**src/rtl/servo_motion_sequencer.sv**
```systemverilog
// servo_motion_sequencer
//   Ramps per-channel servo angles toward command targets once per servo
//   frame and hands each new angle to the PWM drivers with a one-cycle
//   latch strobe.
//
// Ports
//   clk, reset_n   system clock, asynchronous active-low reset
//   enable         run the frame tick counter (low clears counter/pending)
//   cmd_valid/ready, cmd_ch, cmd_rot, cmd_immediate
//                  target command; immediate jumps cur to target at once
//   rotation       commanded angle, channel i on [8i+7:8i]
//   set_rotation   one-cycle latch strobe per channel
//   busy           channel i still ramping (cur != target)
//
// Build option
//   SERVO_SEQ_LIMIT_EN  clamp cmd_rot to [MIN_ROT, MAX_ROT] before use
module servo_motion_sequencer #(
   parameter int unsigned NUM_CH     = 4,
   parameter int unsigned STEP_TICKS = 1000000,
   parameter int unsigned STEP_SIZE  = 1,
   parameter int unsigned RESET_ROT  = 90,
   parameter int unsigned MIN_ROT    = 0,
   parameter int unsigned MAX_ROT    = 180,
   localparam int unsigned CW        = (NUM_CH > 1) ? $clog2(NUM_CH) : 1
) (
   input  logic                  clk,
   input  logic                  reset_n,
   input  logic                  enable,
   input  logic                  cmd_valid,
   output logic                  cmd_ready,
   input  logic [CW-1:0]         cmd_ch,
   input  logic [7:0]            cmd_rot,
   input  logic                  cmd_immediate,
   output logic [8*NUM_CH-1:0]   rotation,
   output logic [NUM_CH-1:0]     set_rotation,
   output logic [NUM_CH-1:0]     busy
);

   localparam int unsigned CNTW = (STEP_TICKS > 1) ? $clog2(STEP_TICKS) : 1;
`ifdef SERVO_SEQ_LIMIT_EN
   localparam logic LIMIT_EN = 1'b1;
`else
   localparam logic LIMIT_EN = 1'b0;
`endif

   typedef enum logic [1:0] {INIT, IDLE, SCAN, STROBE} state_t;

   state_t            state, state_n;
   logic [CW-1:0]     ch, ch_n;
   logic              imm, imm_n;
   logic [NUM_CH-1:0] strobe_n;
   logic [7:0]        cur    [NUM_CH];
   logic [7:0]        target [NUM_CH];
   logic [CNTW-1:0]   cnt;
   logic              pending, wrap, pend_clr;
   logic              cmd_acc, cmd_in_range, last_ch, cur_ne;
   logic              scan_wr;
   logic [7:0]        scan_val, rot_c;
   logic [8:0]        c9, t9, up9, dn9;

   function automatic logic [NUM_CH-1:0] onehot(input logic [CW-1:0] sel);
      logic [NUM_CH-1:0] v;
      v = '0;
      for (int unsigned i = 0; i < NUM_CH; i++)
         v[i] = (sel == CW'(i));
      return v;
   endfunction

   function automatic logic [7:0] clamp_rot(input logic [7:0] r);
      if (LIMIT_EN && int'(r) < int'(MIN_ROT)) return 8'(MIN_ROT);
      if (LIMIT_EN && int'(r) > int'(MAX_ROT)) return 8'(MAX_ROT);
      return r;
   endfunction

   assign rot_c        = clamp_rot(cmd_rot);
   assign cmd_in_range = int'(cmd_ch) < int'(NUM_CH);
   assign last_ch      = (ch == CW'(NUM_CH - 1));
   assign wrap         = enable && (cnt == CNTW'(STEP_TICKS - 1));

   // Ramp arithmetic in 9 bits so a step can neither wrap past 255 nor below 0.
   always_comb begin
      c9       = {1'b0, cur[ch]};
      t9       = {1'b0, target[ch]};
      up9      = c9 + 9'(STEP_SIZE);
      dn9      = (c9 > 9'(STEP_SIZE)) ? (c9 - 9'(STEP_SIZE)) : '0;
      cur_ne   = (c9 != t9);
      scan_val = cur[ch];
      if (c9 < t9)
         scan_val = (up9 < t9) ? up9[7:0] : t9[7:0];
      else if (c9 > t9)
         scan_val = (dn9 > t9) ? dn9[7:0] : t9[7:0];
   end

   always_comb begin
      state_n   = state;
      ch_n      = ch;
      imm_n     = imm;
      strobe_n  = '0;
      cmd_ready = 1'b0;
      cmd_acc   = 1'b0;
      scan_wr   = 1'b0;
      pend_clr  = 1'b0;
      case (state)
         INIT: begin
            strobe_n = onehot(ch);
            if (last_ch) begin
               state_n = IDLE;
               ch_n    = '0;
            end else begin
               ch_n = ch + 1'b1;
            end
         end
         IDLE: begin
            cmd_ready = 1'b1;
            // A command always wins over a pending tick; the tick waits.
            if (cmd_valid) begin
               cmd_acc = 1'b1;
               if (cmd_in_range && cmd_immediate) begin
                  state_n  = STROBE;
                  ch_n     = cmd_ch;
                  imm_n    = 1'b1;
                  strobe_n = onehot(cmd_ch);
               end
            end else if (pending) begin
               state_n = SCAN;
               ch_n    = '0;
               imm_n   = 1'b0;
            end
         end
         SCAN: begin
            if (cur_ne) begin
               scan_wr  = 1'b1;
               state_n  = STROBE;
               strobe_n = onehot(ch);
            end else if (last_ch) begin
               state_n  = IDLE;
               ch_n     = '0;
               pend_clr = 1'b1;
            end else begin
               ch_n = ch + 1'b1;
            end
         end
         STROBE: begin
            if (imm) begin
               state_n = IDLE;
               imm_n   = 1'b0;
               ch_n    = '0;
            end else if (last_ch) begin
               state_n  = IDLE;
               ch_n     = '0;
               pend_clr = 1'b1;
            end else begin
               state_n = SCAN;
               ch_n    = ch + 1'b1;
            end
         end
         default: state_n = INIT;
      endcase
   end

   always_ff @(posedge clk or negedge reset_n) begin
      if (!reset_n) begin
         state        <= INIT;
         ch           <= '0;
         imm          <= 1'b0;
         set_rotation <= '0;
         for (int unsigned i = 0; i < NUM_CH; i++) begin
            cur[i]    <= 8'(RESET_ROT);
            target[i] <= 8'(RESET_ROT);
         end
      end else begin
         state        <= state_n;
         ch           <= ch_n;
         imm          <= imm_n;
         set_rotation <= strobe_n;
         for (int unsigned i = 0; i < NUM_CH; i++) begin
            if (cmd_acc && cmd_in_range && cmd_ch == CW'(i)) begin
               target[i] <= rot_c;
               if (cmd_immediate) cur[i] <= rot_c;
            end
            if (scan_wr && ch == CW'(i)) cur[i] <= scan_val;
         end
      end
   end

   // Frame tick: a wrap while a tick is already pending is absorbed.
   always_ff @(posedge clk or negedge reset_n) begin
      if (!reset_n) begin
         cnt     <= '0;
         pending <= 1'b0;
      end else if (!enable) begin
         cnt     <= '0;
         pending <= 1'b0;
      end else begin
         cnt <= wrap ? '0 : cnt + 1'b1;
         if (wrap)          pending <= 1'b1;
         else if (pend_clr) pending <= 1'b0;
      end
   end

   always_comb begin
      for (int unsigned i = 0; i < NUM_CH; i++) begin
         rotation[8*i +: 8] = cur[i];
         busy[i]            = (cur[i] != target[i]);
      end
   end

endmodule

```
**config.mk**
```make
export PLATFORM = sky130hd
export DESIGN_NAME = servo_motion_sequencer
export DESIGN_NICKNAME = d
export VERILOG_FILES = /design/src/rtl/servo_motion_sequencer.sv
export SDC_FILE = /design/constraint.sdc
export NUM_CORES = 1
export LEC_CHECK = 0
export CAP_MARGIN = 20
export CORE_MARGIN = 1
export CORE_UTILIZATION = 40
export CTS_CLUSTER_DIAMETER = 40
export DETAILED_ROUTE_END_ITERATION = 7
export GPL_TIMING_DRIVEN = 0
export SLEW_MARGIN = 10
export SYNTH_ARGS = -nofsm -noshare
export SYNTH_HDL_FRONTEND = slang
export SYNTH_SLANG_ARGS = --single-unit
```
**constraint.sdc**
```tcl
create_clock -name clk -period 9.2 [get_ports clk]
set_input_delay 2.76 -clock clk [delete_from_list [all_inputs] [get_ports clk]]
set_output_delay 2.76 -clock clk [all_outputs]
set_load 0.02 [all_outputs]
```
==> impl_metrics.json <==
{
  "min_path_type": "reg2reg",
  "worstMarginPinSlew_ns": 1.22,
  "hold_depth": 1,
  "globalRouteTotalUtil_pct": 25.1,
  "cp.required_ns": 9.37,
  "wl_met3_um": 1090,
  "antennaDiodeCount": 0,
  "cts_repair_resize_count": 0,
  "status": "finished, final reports clean",
  "path_clk_slew_ns": 0.07,
  "fin_crit_ns": 5.84,
  "post_synth.cell_area_avg_um2": 9.88,
  "cts_tree": "built",
  "wl_met2_um": 8980,
  "cts_setup_buffers": 0,
  "r2r-end": "rotation[18]$_DFFE_PN0P_",
  "grt_setup_unrepaired": "false",
  "root_buffer": "clkbuf_16",
  "crit_buf_inv": 3,
  "worst-path-max-fanout": 10,
  "drt_iter0_markers": 520,
  "port_buffers": 54,
  "path_delay_family": "compound AO/OA/AOI/OAI gates",
  "grt_start_max_net_pins": 59,
  "yosys.area.top_type_share_pct": 24.7,
  "nets": 754,
  "arrival_ns": 6.01,
  "start_kind": "flip-flop",
  "min_to": "cnt[0]$_DFF_PN0_",
  "rows": 45,
  "relSlewSlack_pct": 17.8,
  "coreArea_um2": 15300,
  "layout-drive-gt1-share_pct": 19.2,
  "fin_area_um2": 7470,
  "cap_viol_max_count": 0,
  "dpl_cell_area_um2": 7170,
  "cp_slowest_cell": "o311ai_0",
  "grt_pass1_vias": 5289,
  "vias": 5373,
  "htree_levels": 3,
  "hpwl_um": 14500,
  "maxSlewViolCount": 0,
  "synth.area.top_cells": "dfrtp_1 25%, dfstp_2 13%, mux2_2 8.6%, xor2_1 6.7%, ha_1 6.4%",
  "ant_nets": 0,
  "synth.distinct_cells": 60,
  "syn_nets": 684,
  "wl_um": 19400,
  "async_flop_share_pct": 100,
  "yosys_warnings": 0,
  "wl_per_cell_um": 21.0,
  "drcViolationCount": 0,
  "io_pins": 56,
  "cts_hold_buf": 0,
  "syn_inst": 637,
  "area_growth_pct": 18.8,
  "ff2ff_setup_slack_ns": 3.36,
  "syn_area_um2": 6290,
  "synth.most_common_cell": "nand2_1",
  "cts_buffer_depth": 2,
  "synth_area_leader_cell": "dfrtp_1",
  "clkLatencyLatePin_ns": 0.34,
  "critPathKind": "reg2reg",
  "synth_common_cells": "79 x nand2_1, 62 x dfrtp_1, 48 x mux2_2, 48 x xor2_1, 43 x nor2_1",
  "die_h_um": 127,
  "die_area_um2": 16200,
  "dr.pass1.iters": 5,
  "grt_first_pass_wirelength_um": 30700,
  "ff2ff_path_depth": 13,
  "met1_length_um": 8980,
  "start_util_pct": 41.2,
  "crit_path_end_kind": "flip-flop",
  "hold_viol_final": 0,
  "vias_per_cell": 5.82,
  "yosysSeqAreaShare_pct": 38.0,
  "fillCellCount": 1432,
  "top_layer_used": "met4",
  "setup_viol": 0,
  "antenna_found_initial": 0,
  "ys_ff_latch": 94,
  "ys.flop_type": "dfrtp_1",
  "cts_buffers": 9,
  "clock_sinks": 94,
  "min_from": "cnt[0]$_DFF_PN0_",
  "synth_edf_count": 0,
  "fin_crit_sh_pct": 63.4,
  "setup_tns_ns": 0,
  "grt_overflow_total": 0,
  "max_freq_mhz": 171,
  "gp_congestion": 0.924,
  "path_cells": "buf_6, buf_2, clkbuf_1, mux2_2, o21ai_0, ha_1, nand2b_1, a21oi_1, o21a_1, nor2_1, nor2_1, o311ai_0, o21ai_0",
  "worst_path_largest_cell_delay_ns": 1.04,
  "skew_ns": 0.00910,
  "rr_startpoint": "ch[0]$_DFFE_PN0P_",
  "die_w_um": 127
}
per-stage QoR:
stage	setup WS [ns]	utilization, %	cells	hold slack [ns]
2_1_floorplan	4.46	-	637	0.447
3_3_place_gp	1.89	46.5	902	0.464
3_5_place_dp	3.48	47.0	907	0.491
4_1_cts	3.50	49.0	923	0.501
5_1_grt	3.18	49.0	923	0.538
6_report	3.36	49.0	923	0.496
worst max-delay path by stage:
stage,to,from,cells after the start
finish,rotation[18]$_DFFE_PN0P_,ch[0]$_DFFE_PN0P_,13
global route,rotation[10]$_DFFE_PN0P_,ch[0]$_DFFE_PN0P_,13
CTS,rotation[18]$_DFFE_PN0P_,ch[0]$_DFFE_PN0P_,13
detailed placement,rotation[18]$_DFFE_PN0P_,ch[0]$_DFFE_PN0P_,13
global placement,target[15]$_DFFE_PN0P_,reset_n,1
floorplan,rotation[22]$_DFFE_PN1P_,cmd_ch[1],8
layer usage:
metal,up-vias,track usage [%]
met5,-,0
met4,0,7.49
met3,24,4.73
met2,185,39.2
met1,2711,35.4
li1,2453,-
flip-flops by register name, summed over array words and instances, names as in the netlist:
register / cells
state: 2
ch: 2
rotation: 32
cnt: 20
imm: 1
target: 32
pending: 1
set_rotation: 4
area by class of cell:
class | instances | area [um2] | area share, %
flip-flops and latches | 94 | 2390 | 32.0
multi-input cells | 497 | 3730 | 49.9
clock inverters | 3 | 43.8 | 0.586
plain buffers | 26 | 118 | 1.57
well taps | 211 | 264 | 3.53
repair buffers | 59 | 592 | 7.92
clock buffers | 13 | 260 | 3.48
inverters | 20 | 75.1 | 1.00
kinds of logic after synthesis:
| group | synth area share [%] |
|---|---|
| fa+ha+maj | 6.36 |
| compound gates | 13.5 |
| xor+xnor | 8.21 |
| buf+inv | 3.06 |
| flops | 38.0 |
| simple gates | 15.4 |
| mux | 15.4 |
cell usage in the layout (no fill, tap or decap), types with 4 or more instances in the layout:
master            n
nand3_1          16
buf_4             4
xor2_1           48
clkdlybuf4s50_1  53
nor3_1            8
o211ai_1         11
nor2_1           43
nor4_1           11
nand4_1           9
o21ai_2           4
mux2_2           48
and3_1            5
dfrtp_1          62
nand2b_1          4
and2_1            4
nand2_1          79
a21oi_1          25
a211oi_1          5
a21o_1            4
mux2i_1           9
inv_1            20
dfstp_2          32
ha_1             32
xnor2_1          11
buf_2             4
mux4_2           15
clkbuf_16         9
a22oi_1          13
o21ai_0          34
clkbuf_1         21
or3_1             6
Power is not shown: default switching activity piles up to over one toggle a cycle in this logic, so the estimate is an artifact.
